## config.mk

```make
export PLATFORM = sky130hd
export DESIGN_NAME = uop_sequencer_flat
export DESIGN_NICKNAME = d
export VERILOG_FILES = /design/src/rtl/uop_sequencer_if.sv /design/src/rtl/uop_sequencer.sv /design/src/flat_wrapper.sv
export SDC_FILE = /design/constraint.sdc
export NUM_CORES = 1
export LEC_CHECK = 0
export CAP_MARGIN = 20
export CORE_UTILIZATION = 43
export CTS_CLUSTER_DIAMETER = 30
export CTS_CLUSTER_SIZE = 16
export DETAILED_ROUTE_END_ITERATION = 12
export GPL_ROUTABILITY_DRIVEN = 0
export PLACE_DENSITY = 0.86
export SLEW_MARGIN = 0
export SYNTH_ARGS = -nofsm -noshare
export SYNTH_HDL_FRONTEND = slang
export SYNTH_SLANG_ARGS = --single-unit
```

## constraint.sdc

```tcl
create_clock -name clk -period 5.45 [get_ports clk]
set_input_delay 1.09 -clock clk [delete_from_list [all_inputs] [get_ports clk]]
set_output_delay 1.09 -clock clk [all_outputs]
set_load 0.005 [all_outputs]
```

## src/rtl/uop_sequencer_if.sv

```systemverilog
// Handshake bundle between fetch, the micro-op sequencer and the translate/decode side.
interface uop_sequencer_if #(
    parameter int MAX_UOPS = 4,
    parameter int STAGE_W  = $clog2(MAX_UOPS)
);
    logic               inst_valid;
    logic               inst_ready;
    logic [47:0]        inst;
    logic               mode;
    logic               uop_valid;
    logic               uop_ready;
    logic [47:0]        held_inst;
    logic               held_mode;
    logic [STAGE_W-1:0] stage;
    logic [STAGE_W:0]   uop_count;
    logic               last;

    modport master (
        output inst_valid, inst, mode, uop_ready,
        input  inst_ready, uop_valid, held_inst, held_mode, stage, uop_count, last
    );

    modport slave (
        input  inst_valid, inst, mode, uop_ready,
        output inst_ready, uop_valid, held_inst, held_mode, stage, uop_count, last
    );
endinterface

```

## src/rtl/uop_sequencer.sv

```systemverilog
// Holds one fetched instruction and replays it to decode as 1..MAX_UOPS micro-ops.
//   state  | meaning
//   S_IDLE | nothing held, ready for fetch
//   S_BUSY | instruction held, issuing uop number 'stage'
module uop_sequencer #(
    parameter int MAX_UOPS    = 4,
    parameter int STAGE_W     = $clog2(MAX_UOPS),
    parameter bit SPLIT_POPL  = 1'b1,
    parameter bit SPLIT_PUSHL = 1'b0,
    parameter bit SPLIT_RET   = 1'b0,
    parameter int R_ESP       = 5
) (
    input  logic              clk,
    input  logic              resetn,
    input  logic              flush,
    uop_sequencer_if.slave    bus
);
    localparam logic [0:0]         S_IDLE  = 1'b0;
    localparam logic [0:0]         S_BUSY  = 1'b1;
    localparam logic [STAGE_W:0]   CNT_ONE = (STAGE_W+1)'(1);
    localparam logic [STAGE_W:0]   CNT_TWO = (STAGE_W+1)'(2);
    localparam logic [STAGE_W:0]   CNT_MAX = (STAGE_W+1)'(MAX_UOPS);
    localparam logic [STAGE_W-1:0] STG_ONE = STAGE_W'(1);
    localparam logic [4:0]         ESP_REG = 5'(R_ESP);

    logic [0:0]         state;
    logic [STAGE_W-1:0] stage_q;
    logic [STAGE_W:0]   count_q;
    logic [47:0]        inst_q;
    logic               mode_q;
    logic [STAGE_W:0]   count_raw;
    logic [STAGE_W:0]   count_new;
    logic [4:0]         ra_int;
    logic               last_w;
    logic               ready_w;
    logic               accept;

    // Y86 register fields are 0-based; the core numbers registers from 1.
    always_comb begin
        count_raw = CNT_ONE;
        ra_int    = {1'b0, bus.inst[15:12]} + 5'd1;
        if (bus.mode) begin
            case (bus.inst[7:4])
                4'hB: if (SPLIT_POPL && ra_int != ESP_REG) count_raw = CNT_TWO;
                4'hA: if (SPLIT_PUSHL) count_raw = CNT_TWO;
                4'h9: if (SPLIT_RET) count_raw = CNT_TWO;
                default: count_raw = CNT_ONE;
            endcase
        end
        count_new = (count_raw > CNT_MAX) ? CNT_MAX : count_raw;
    end

    assign last_w  = ({1'b0, stage_q} == (count_q - CNT_ONE));
    assign ready_w = !flush && (state == S_IDLE || (bus.uop_ready && last_w));
    assign accept  = bus.inst_valid && ready_w;

    always_ff @(posedge clk or negedge resetn) begin
        if (!resetn) begin
            state   <= S_IDLE;
            stage_q <= '0;
            count_q <= CNT_ONE;
            inst_q  <= '0;
            mode_q  <= 1'b0;
        end else if (flush) begin
            state   <= S_IDLE;
            stage_q <= '0;
        end else if (accept) begin
            state   <= S_BUSY;
            stage_q <= '0;
            count_q <= count_new;
            inst_q  <= bus.inst;
            mode_q  <= bus.mode;
        end else if (state == S_BUSY && bus.uop_ready) begin
            if (last_w) begin
                state   <= S_IDLE;
                stage_q <= '0;
            end else begin
                stage_q <= stage_q + STG_ONE;
            end
        end
    end

    assign bus.inst_ready = ready_w;
    assign bus.uop_valid  = (state == S_BUSY);
    assign bus.held_inst  = inst_q;
    assign bus.held_mode  = mode_q;
    assign bus.stage      = stage_q;
    assign bus.uop_count  = count_q;
    assign bus.last       = last_w;
endmodule

```

## src/flat_wrapper.sv

```systemverilog
// flat-port wrapper written by rule: the top's interface ports become plain ports
module uop_sequencer_flat 
#(
    parameter int MAX_UOPS    = 4,
    parameter int STAGE_W     = $clog2(MAX_UOPS),
    parameter bit SPLIT_POPL  = 1'b1,
    parameter bit SPLIT_PUSHL = 1'b0,
    parameter bit SPLIT_RET   = 1'b0,
    parameter int R_ESP       = 5
)
  (clk, resetn, flush, bus_inst_valid, bus_inst, bus_mode, bus_uop_ready, bus_inst_ready, bus_uop_valid, bus_held_inst, bus_held_mode, bus_stage, bus_uop_count, bus_last);
  uop_sequencer_if #(.MAX_UOPS(MAX_UOPS), .STAGE_W(STAGE_W)) bus_i ();
  input  logic clk;
  input  logic resetn;
  input  logic flush;
  input wire logic [$bits(bus_i.inst_valid)-1:0] bus_inst_valid;
  input wire logic [$bits(bus_i.inst)-1:0] bus_inst;
  input wire logic [$bits(bus_i.mode)-1:0] bus_mode;
  input wire logic [$bits(bus_i.uop_ready)-1:0] bus_uop_ready;
  output wire logic [$bits(bus_i.inst_ready)-1:0] bus_inst_ready;
  output wire logic [$bits(bus_i.uop_valid)-1:0] bus_uop_valid;
  output wire logic [$bits(bus_i.held_inst)-1:0] bus_held_inst;
  output wire logic [$bits(bus_i.held_mode)-1:0] bus_held_mode;
  output wire logic [$bits(bus_i.stage)-1:0] bus_stage;
  output wire logic [$bits(bus_i.uop_count)-1:0] bus_uop_count;
  output wire logic [$bits(bus_i.last)-1:0] bus_last;
  assign bus_i.inst_valid = bus_inst_valid;
  assign bus_i.inst = bus_inst;
  assign bus_i.mode = bus_mode;
  assign bus_i.uop_ready = bus_uop_ready;
  assign bus_inst_ready = bus_i.inst_ready;
  assign bus_uop_valid = bus_i.uop_valid;
  assign bus_held_inst = bus_i.held_inst;
  assign bus_held_mode = bus_i.held_mode;
  assign bus_stage = bus_i.stage;
  assign bus_uop_count = bus_i.uop_count;
  assign bus_last = bus_i.last;
  uop_sequencer #(.MAX_UOPS(MAX_UOPS), .STAGE_W(STAGE_W), .SPLIT_POPL(SPLIT_POPL), .SPLIT_PUSHL(SPLIT_PUSHL), .SPLIT_RET(SPLIT_RET), .R_ESP(R_ESP)) u_core (.clk(clk), .resetn(resetn), .flush(flush), .bus(bus_i));
endmodule
```

==> results.md <==
- Outcome: complete, no violations
- Final WL: 4860 um
- Die footprint: 0.00535 sq mm
- Max_slew headroom: 39.7%
- Wire length per cell: 15.1 um
- DP HPWL: 3560 um
- Largest net degree at the start of global routing: 55
- Initial core utilization: 45.5%
- Metal3 WL: 460 um
- Drt pass-1 iters: 4
- Number of max-cap violations: 0
- Required time of the critical path: 4.36 ns
- DIE HEIGHT: 73.2 um
- Synthesized instance count: 141
- Post-cts gate resize count: 0
- Data arrival time of the critical path: 2.85 ns
- CP max FO: 6
- Leak: 0.00138 uW
- # Post-CTS Setup Buffers: 0
- RSZ-0062 raised after global routing: false
- Clock Tree Buf Depth: 2
- Later-pin clock latency in the skew report: 0.31 ns
- Register area share after synthesis: 62.1%
- Initial antenna violation count: 0
- Met2 routed WL: 2320 um
- Internal power: 810 uW
- Post-cts hold buffer count: 0
- WL met1: 2000 um
- DR DRC count: 0
- Least-Margin Pin Slew: 0.903 ns
- Sink Count: 54
- TNS Setup: 0 ns
- Top cell type's share of synthesized area: 60.9%
- Hold WC Path Type: register to register
- Number of synthesized register bits: 54
- Slew Limit Fails: 0
- Sw Pwr: 267 uW
- Final min period: 3.94 ns
- Setup crit start kind: input pin
- Logic gate share of total power: 30.8%
- Final instance area: 0.00339 sq mm
- GRT Overall Usage: 19.4%
- Commonest cells after routing, fill and taps aside: clkdlybuf4s50_1 (108), dfrtp_1 (53), mux2_2 (50)
- FP Rows: 25
- H-tree depth: 2
- Clk root buf: clkbuf_8
- Clock group share of total power: 20.6%
- Critical path endpoint category: output port
- Post-route ant nets: 0
- Gr ovfl total: 0
- DRT iter0 DRCs: 65
- Top routing layer used: met4
- Port bufs: 109
- Share of cells above drive strength 1: 25.6%
- Setup Skew: 0.0112 ns
- Count of final hold-check violations: 0
- Area grow syn2layout: 55.8%
- Top post-synthesis cells by area: dfrtp_1 (61%), mux2_2 (26%), buf_6 (2.6%), dfstp_2 (1.2%), xnor2_1 (0.80%)
- Synthesis Warnings: 0
- Sw Share: 24.8%
- Core area: 0.00479 sq mm
- First-pass GRT wire length: 7590 um
- Flop pwr share: 48.5%
- Clk pin slew, worst setup/hold paths: 0.09 ns
- # IOs: 111
- Tcrit/Tclk final: 72.3%
- Setup Viol. Count Final: 0
- Routed vias/inst: 4.75
- PD cells: 317 mW/mm^2
- Mapped Avg Cell Area: 15.4 sq um
- Biggest area consumer among synthesized cells: dfrtp_1
- Synthesized net count: 196
- Cell Area, Synth: 0.00218 sq mm
- Final Net Count: 308
- Distinct cell type count after synthesis: 27
- Chip width: 73.2 um
- CP Class: input pin to output port
- Area after DPL: 0.00330 sq mm
- Routed vias: 1526
- CTS tree: done
- Worst IR Drop VDD: 0.000204 V
- ANT cells: 0
- Vias in the first global route: 1564
- F_max: 254 MHz
- Most common cell after layout, fill and taps aside: clkdlybuf4s50_1
- Cts bufs inserted: 5
final cells by class:
cell class / count / area (sq um)
Clock buffer: 5 / 68.8
Clock inverter: 3 / 21.3
Fill cell: 360 / 1390
Inverter: 2 / 7.51
Multi-Input combinational cell: 78 / 751
Sequential cell: 54 / 1350
Tap cell: 67 / 83.8
Timing Repair Buffer: 112 / 1110
layer usage:
layer,up-vias,track usage [%]
met5,-,0
met4,0,8.50
met3,7,8.01
met2,70,29.5
met1,735,24.3
li1,714,-
state kept, by name (all words and copies together), names as in the netlist:
| name | flops |
|---|---|
| u_core.bus.held_mode | 1 |
| u_core.bus.uop_count | 2 |
| u_core.bus.uop_valid | 1 |
| u_core.bus.held_inst | 48 |
| u_core.bus.stage | 2 |
final timing paths:
path | slack, ns | depth (start not counted) | to | startpoint
worst min register to register | 0.51 | 1 | u_core.bus.held_inst[13]$_DFFE_PN0P_ | u_core.bus.held_inst[13]$_DFFE_PN0P_
min in group asynchronous | 0.89 | 2 | u_core.bus.held_inst[45]$_DFFE_PN0P_ | resetn
worst min-delay path | 0.51 | 1 | u_core.bus.held_inst[13]$_DFFE_PN0P_ | u_core.bus.held_inst[13]$_DFFE_PN0P_
worst max-delay path | 1.51 | 4 | bus_inst_ready | bus_uop_ready
max in group asynchronous | 4.09 | 2 | u_core.bus.held_inst[6]$_DFFE_PN0P_ | resetn
worst max register to register | 2.25 | 7 | u_core.bus.held_inst[13]$_DFFE_PN0P_ | u_core.bus.uop_count[0]$_DFFE_PN1P_
stage by stage:
| step | cells | setup WS (ns) | util, % | hold WS [ns] | power [uW] |
|---|---|---|---|---|---|
| floorplan | 141 | 2.61 | - | 0.505 | 634 |
| global placement | 313 | 1.55 | 69.0 | 0.487 | 855 |
| detailed placement | 313 | 1.53 | 69.0 | 0.495 | 866 |
| CTS | 321 | 1.52 | 70.9 | 0.518 | 1090 |
| global route | 321 | 1.43 | 70.9 | 0.530 | 1140 |
| finish | 321 | 1.51 | 70.9 | 0.513 | 1080 |
power groups by stage:
| stage | registers [uW] | logic (uW) | clock network, uW |
|---|---|---|---|
| finish | 523 | 332 | 222 |
| floorplan | 535 | 98.6 | 0 |
| global route | 534 | 358 | 246 |
| detailed placement | 530 | 335 | 0 |
| global placement | 525 | 329 | 0 |
| CTS | 523 | 337 | 232 |
cell usage after synthesis:
| cell | count |
|---|---|
| clkbuf_1 | 1 |
| a21boi_0 | 1 |
| xnor2_1 | 2 |
| nor4b_1 | 1 |
| buf_6 | 5 |
| a21oi_4 | 1 |
| conb_1 | 1 |
| a31oi_1 | 1 |
| dfstp_2 | 1 |
| or4_1 | 1 |
| nand2b_1 | 1 |
| nand3_1 | 1 |
| o21ai_0 | 3 |
| dfrtp_1 | 53 |
| or4b_4 | 1 |
| inv_1 | 2 |
| a21oi_1 | 3 |
| nor2b_1 | 1 |
| mux2i_1 | 1 |
| or3_1 | 1 |
| and2_1 | 1 |
| nand2_1 | 3 |
| buf_4 | 1 |
| mux2_2 | 50 |
| nor3_1 | 1 |
| ha_1 | 1 |
| nor2_1 | 2 |
kinds of logic (layout without fill, tap and decap cells):
group,Yosys count,count (layout),synth area share [%]
AO/OA/AOI/OAI,9,9,2.76
XOR/XNOR,2,2,0.804
adder cells (fa/ha/maj),1,1,0.574
buffers and inverters,9,122,3.45
flip-flops,54,54,62.1
multiplexers,51,51,26.3
other,1,1,0.172
AND/OR/NAND/NOR,14,14,3.85
critical path, stage by stage:
cell,delay (ns)
clkdlybuf4s50_1,0.56
or4b_4,0.52
a21oi_1,0.16
clkdlybuf4s50_1,0.51
(Power assumes the default switching activity.)
==> variant 1: new RTL, config.mk and constraints unchanged <==
`SPLIT_PUSHL` is set to 1'b0 in 2 places; all go to 1'b1.
--- a/src/rtl/uop_sequencer.sv
+++ b/src/rtl/uop_sequencer.sv
@@ -6,7 +6,7 @@
     parameter int MAX_UOPS    = 4,
     parameter int STAGE_W     = $clog2(MAX_UOPS),
     parameter bit SPLIT_POPL  = 1'b1,
-    parameter bit SPLIT_PUSHL = 1'b0,
+    parameter bit SPLIT_PUSHL = 1'b1,
     parameter bit SPLIT_RET   = 1'b0,
     parameter int R_ESP       = 5
 ) (
--- a/src/flat_wrapper.sv
+++ b/src/flat_wrapper.sv
@@ -4,7 +4,7 @@
     parameter int MAX_UOPS    = 4,
     parameter int STAGE_W     = $clog2(MAX_UOPS),
     parameter bit SPLIT_POPL  = 1'b1,
-    parameter bit SPLIT_PUSHL = 1'b0,
+    parameter bit SPLIT_PUSHL = 1'b1,
     parameter bit SPLIT_RET   = 1'b0,
     parameter int R_ESP       = 5
 )
Check against the original RTL: not equivalent (Yosys sat finds a counterexample within 4 cycles, from zero or initial values and one cycle with resetn low).
==> variant 1 against the original RTL <==
Final area increased by 0.66%. Setup slack improved by 440 ps. Count of clock-buffer cells in the layout unchanged. Total power increased by 6.7%. Sequential cell count unchanged. Routed wire length decreased by 3.5%. Sequential power increased by 1%. Synthesized area increased by 0.23%.
==> variant 1: results (changes against the original RTL) <==
- The flow ran to the end, and the final reports show no timing, DRC or antenna violations.
- The critical path's largest stage delay is 580 ps (+20 ps).
- The DRC violation total after the first TritonRoute iteration is 48 (-26%).
- The post-place setup slack is 1950 ps (+415 ps).
- The worst endpoint data arrival time is 2410 ps (-440 ps).
- The instance area after placement is 3290 µm² (-0.49%).
- The HPWL reported at the end of detailed placement is 3.51 mm (-1.3%).
- The maximum vdd drop was 0.000204 V (-0.24%).
- The number of buffers outside the clock class in the layout was 111 (-0.89%).
- The share of the synthesized area in the top cell type came to 0.607 (-0.00140).
- The first-pass iteration count of the detailed router is 3 (-1).
- After synthesis, the most frequently instantiated cells are sky130_fd_sc_hd__dfrtp_1, sky130_fd_sc_hd__mux2_2, sky130_fd_sc_hd__mux2_1.
- The mean post-synth cell area is 15.4 µm² (-0.48%).
- The post-layout instance count excluding filler cells is 320 (-0.31%).
- The number of global-route vias before repair is 1600 (+2.3%).
- In the post-synthesis netlist, the biggest area contributors are sky130_fd_sc_hd__dfrtp_1, sky130_fd_sc_hd__mux2_2, sky130_fd_sc_hd__mux2_1.
- The total nets after synthesis was 197 (+0.51%).
- The clock-cell share of area was 0.0319 (+0.00532).
- The global routing usage summed across all routing layers came to 0.185 (-0.00959).
- The number of instances in the synthesized netlist is 142 (+0.71%).
- The leakage dissipation is 1.40 nW (+1.6%).
- The fraction of area in multi-input gates was 0.217 (-0.00402).
- The proportion of final cell area spent on non-clock buffers is 0.326 (-0.000688).
- The share of cell area taken by flip-flops and latches is 0.396 (-0.00263).
- The share of cell area taken by muxes after synthesis is 0.262 (-0.000603).
- The share of cells above drive strength 1 was 0.221 (-0.0346).
- The total number of sequential cells is 54 (unchanged).
- The arithmetic-cell share of the synthesized area counting full adders, half adders and majority gates is 0.00573 (-0.0000132).
- The worst clock skew is 5.07 ps (-6.14 ps).
- The parity-gate share of the synthesized area counting xor and xnor cells was 0.00802 (-0.0000184).
- The synthesized-area fraction occupied by ao, oa, aoi and oai cells is 0.0252 (-0.00236).
- The number of distinct library cells after synthesis was 26 (-3.7%).
[variant 1: metal layers]
| layer | share of wire | GRT usage |
|---|---|---|
| met5 | 0 | 0 |
| met4 | 0.0072 | 0.0523 |
| met3 | 0.068 | 0.0672 |
| met2 | 0.53 | 0.309 |
| met1 | 0.39 | 0.225 |
[variant 1: power by group]
group	switching (mW)	internal [mW]
logic	0.106	0.255
registers	0.0430	0.486
clock network	0.124	0.135
total	0.273	0.876
[variant 1: worst paths after layout]
check,cells past startpoint,end,from,slack (ps)
max in group asynchronous,2,u_core.bus.held_inst[25],resetn,4100
hold / removal,1,u_core.bus.held_inst[25],u_core.bus.held_inst[25],490
setup / recovery,4,bus_inst_ready,bus_uop_ready,1950
min in group asynchronous,2,u_core.bus.held_inst[11],resetn,900
hold reg to reg,1,u_core.bus.held_inst[25],u_core.bus.held_inst[25],490
setup reg to reg,7,u_core.bus.held_inst[3],u_core.bus.uop_count[0],2840
==> variant 2: new RTL, same settings <==
Without the edit above. Reset style: synchronous (`resetn`), changed in one clocked block.
--- a/src/rtl/uop_sequencer.sv
+++ b/src/rtl/uop_sequencer.sv
@@ -54,7 +54,7 @@
     assign ready_w = !flush && (state == S_IDLE || (bus.uop_ready && last_w));
     assign accept  = bus.inst_valid && ready_w;
 
-    always_ff @(posedge clk or negedge resetn) begin
+    always_ff @(posedge clk) begin
         if (!resetn) begin
             state   <= S_IDLE;
             stage_q <= '0;
Function: differs if resetn is asserted again (counterexample within 4 cycles, from zero or initial values and one cycle with resetn low); with resetn held inactive, the same outputs for 10 cycles.
==> variant 2 against the original RTL <==
Sequential share of layout area shrank 8.8 points. Non-clock buffer count is the same. Die area grew 5.9%. Synthesized area grew 6.1%. Routed wire length grew 7.0%. Final area grew 2.5%. Fmax grew 3.5%. Sequential cell count is the same. Setup slack gained 130 ps. Clock skew shrank 3.2 ps. Register-to-register slack gained 510 ps. Critical endpoint unchanged. Highest routed layer unchanged.
Power is not compared: it rests on default switching activity, and its combinational part moved more than twofold at a synthesized area within 25%.
==> variant 2: results (changes against the original RTL) <==
- The number of post-CTS setup repair buffers came to 0 (unchanged).
- The DRC violation total after the first TritonRoute iteration was 70 (+7.7%).
- The clock edge transition at the registers on the reported setup and hold paths is 90 ps (about the same).
- The switching power is 180 µW.
- The layout net count came to 407 (+32%).
- The share of cells above drive strength 1 is 0.0368 (-0.219).
- For this run, the leading register cell type out of synthesis is sky130_fd_sc_hd__dfxtp_1.
- The pin slew with the least headroom to its limit is 657 ps (-246 ps).
- The total congestion overflow is 0 (unchanged).
- The global routing usage summed across all routing layers is 0.182 (-0.0123).
- By count the netlist is led by sky130_fd_sc_hd__nand2_1, sky130_fd_sc_hd__dfxtp_1, sky130_fd_sc_hd__mux2i_1.
- The count of buffers inserted at the top-level ports is 109 (unchanged).
- The worst clock skew is 8.04 ps (-3.17 ps).
- The number of distinct library cells after synthesis was 29 (+7.4%).
- The critical path's largest stage delay is 510 ps (-50 ps).
- The leakage dissipation is 1.33 nW.
- The initial antenna violation count was 0 (unchanged).
- The share of flip-flops with an asynchronous set or reset after synthesis is 0 (-1.00).
- The number of flip-flops in the largest register is 48 (unchanged).
- The flow ran to the end, and the final reports show no timing, DRC or antenna violations.
- The count of yosys warnings during synthesis is 0 (unchanged).
- The worst endpoint data arrival time came to 2720 ps (-130 ps).
- The instance area after placement is 3360 µm² (+1.7%).
- The largest driver fanout on the critical path came to 4 (-2).
- The maximum vdd drop is 0.000136 V.
- The number of global-route vias before repair is 1814 (+16%).
- The number of buffers created by CTS is 5 (unchanged).
- The total nets after synthesis is 306 (+56%).
- The portion of total power attributed to combinational logic is 0.178.
- The HPWL reported at the end of detailed placement is 3.79 mm (+6.6%).
- The number of vias per cell is 4.71 (-0.89%).
- The pin count of the biggest net entering global routing is 75 (+36%).
- The cell with the most instances after synthesis is sky130_fd_sc_hd__nand2_1.
- In the post-synthesis netlist, the biggest area contributors are sky130_fd_sc_hd__dfxtp_1, sky130_fd_sc_hd__mux2i_1, sky130_fd_sc_hd__nand2_1.
- The part of the total power dissipated in the clock network is 0.284.
- The sequential fraction of the synthesis area was 0.468 (-0.153).
- The cell with the largest stage delay on the worst path is sky130_fd_sc_hd__clkdlybuf4s50_1.
- The wire length of the first global-routing pass is 7.89 mm (+4.0%).
- The average wire per standard cell is 12.3 µm (-19%).
- The kind of cell adding the most delay to the critical path is buffers and inverters.
[variant 2: cell type report]
class | instances | area, µm²
clock buffer | 7 | 86.3
clock inverter | 1 | 5.00
fill | 441 | 1660
inverter | 4 | 15.0
multi-input combinational | 175 | 1060
sequential | 54 | 1080
tap | 70 | 87.6
timing repair buffer | 112 | 1140
[variant 2: through the flow]
| step | hold slack (ps) | std cells | setup WS (ps) | power [mW] |
|---|---|---|---|---|
| after floorplan | 451 | 251 | 2680 | 0.492 |
| after global placement | 440 | 414 | 1680 | 0.567 |
| after detailed placement | 448 | 414 | 1640 | 0.571 |
| after CTS | 463 | 422 | 1640 | 0.797 |
| after global routing | 477 | 423 | 1580 | 0.827 |
| final | 458 | 423 | 1640 | 0.786 |
[variant 2: cells by family after synthesis]
logic type / share of synthesized area
muxes: 0.212
and+or+nand+nor: 0.207
buffers and inverters: 0.0758
xor gates and xnor gates: 0.00758
DFF: 0.468
AOI/OAI and AO/OA: 0.0227
other: 0.00162
adders and majority gates: 0.00541
[variant 2: layer usage]
layer / share of wire / up-vias / track usage / wire length [µm]
met3: 0.076 / 2 / 0.0608 / 394
met5: 0 / - / 0 / 0
met2: 0.50 / 63 / 0.321 / 2580
met1: 0.42 / 914 / 0.214 / 2210
li1: - / 1014 / - / -
met4: 0.0046 / 0 / 0.0432 / 24
[variant 2: worst paths after layout]
path                            startpoint                  endpoint  slack (ps)  depth (start not counted)
setup / recovery             bus_uop_ready            bus_inst_ready        1640                          5
hold / removal    u_core.bus.held_inst[35]  u_core.bus.held_inst[35]         460                          2
setup reg to reg   u_core.bus.uop_count[0]   u_core.bus.held_inst[8]        2760                          8
hold reg to reg   u_core.bus.held_inst[35]  u_core.bus.held_inst[35]         460                          2
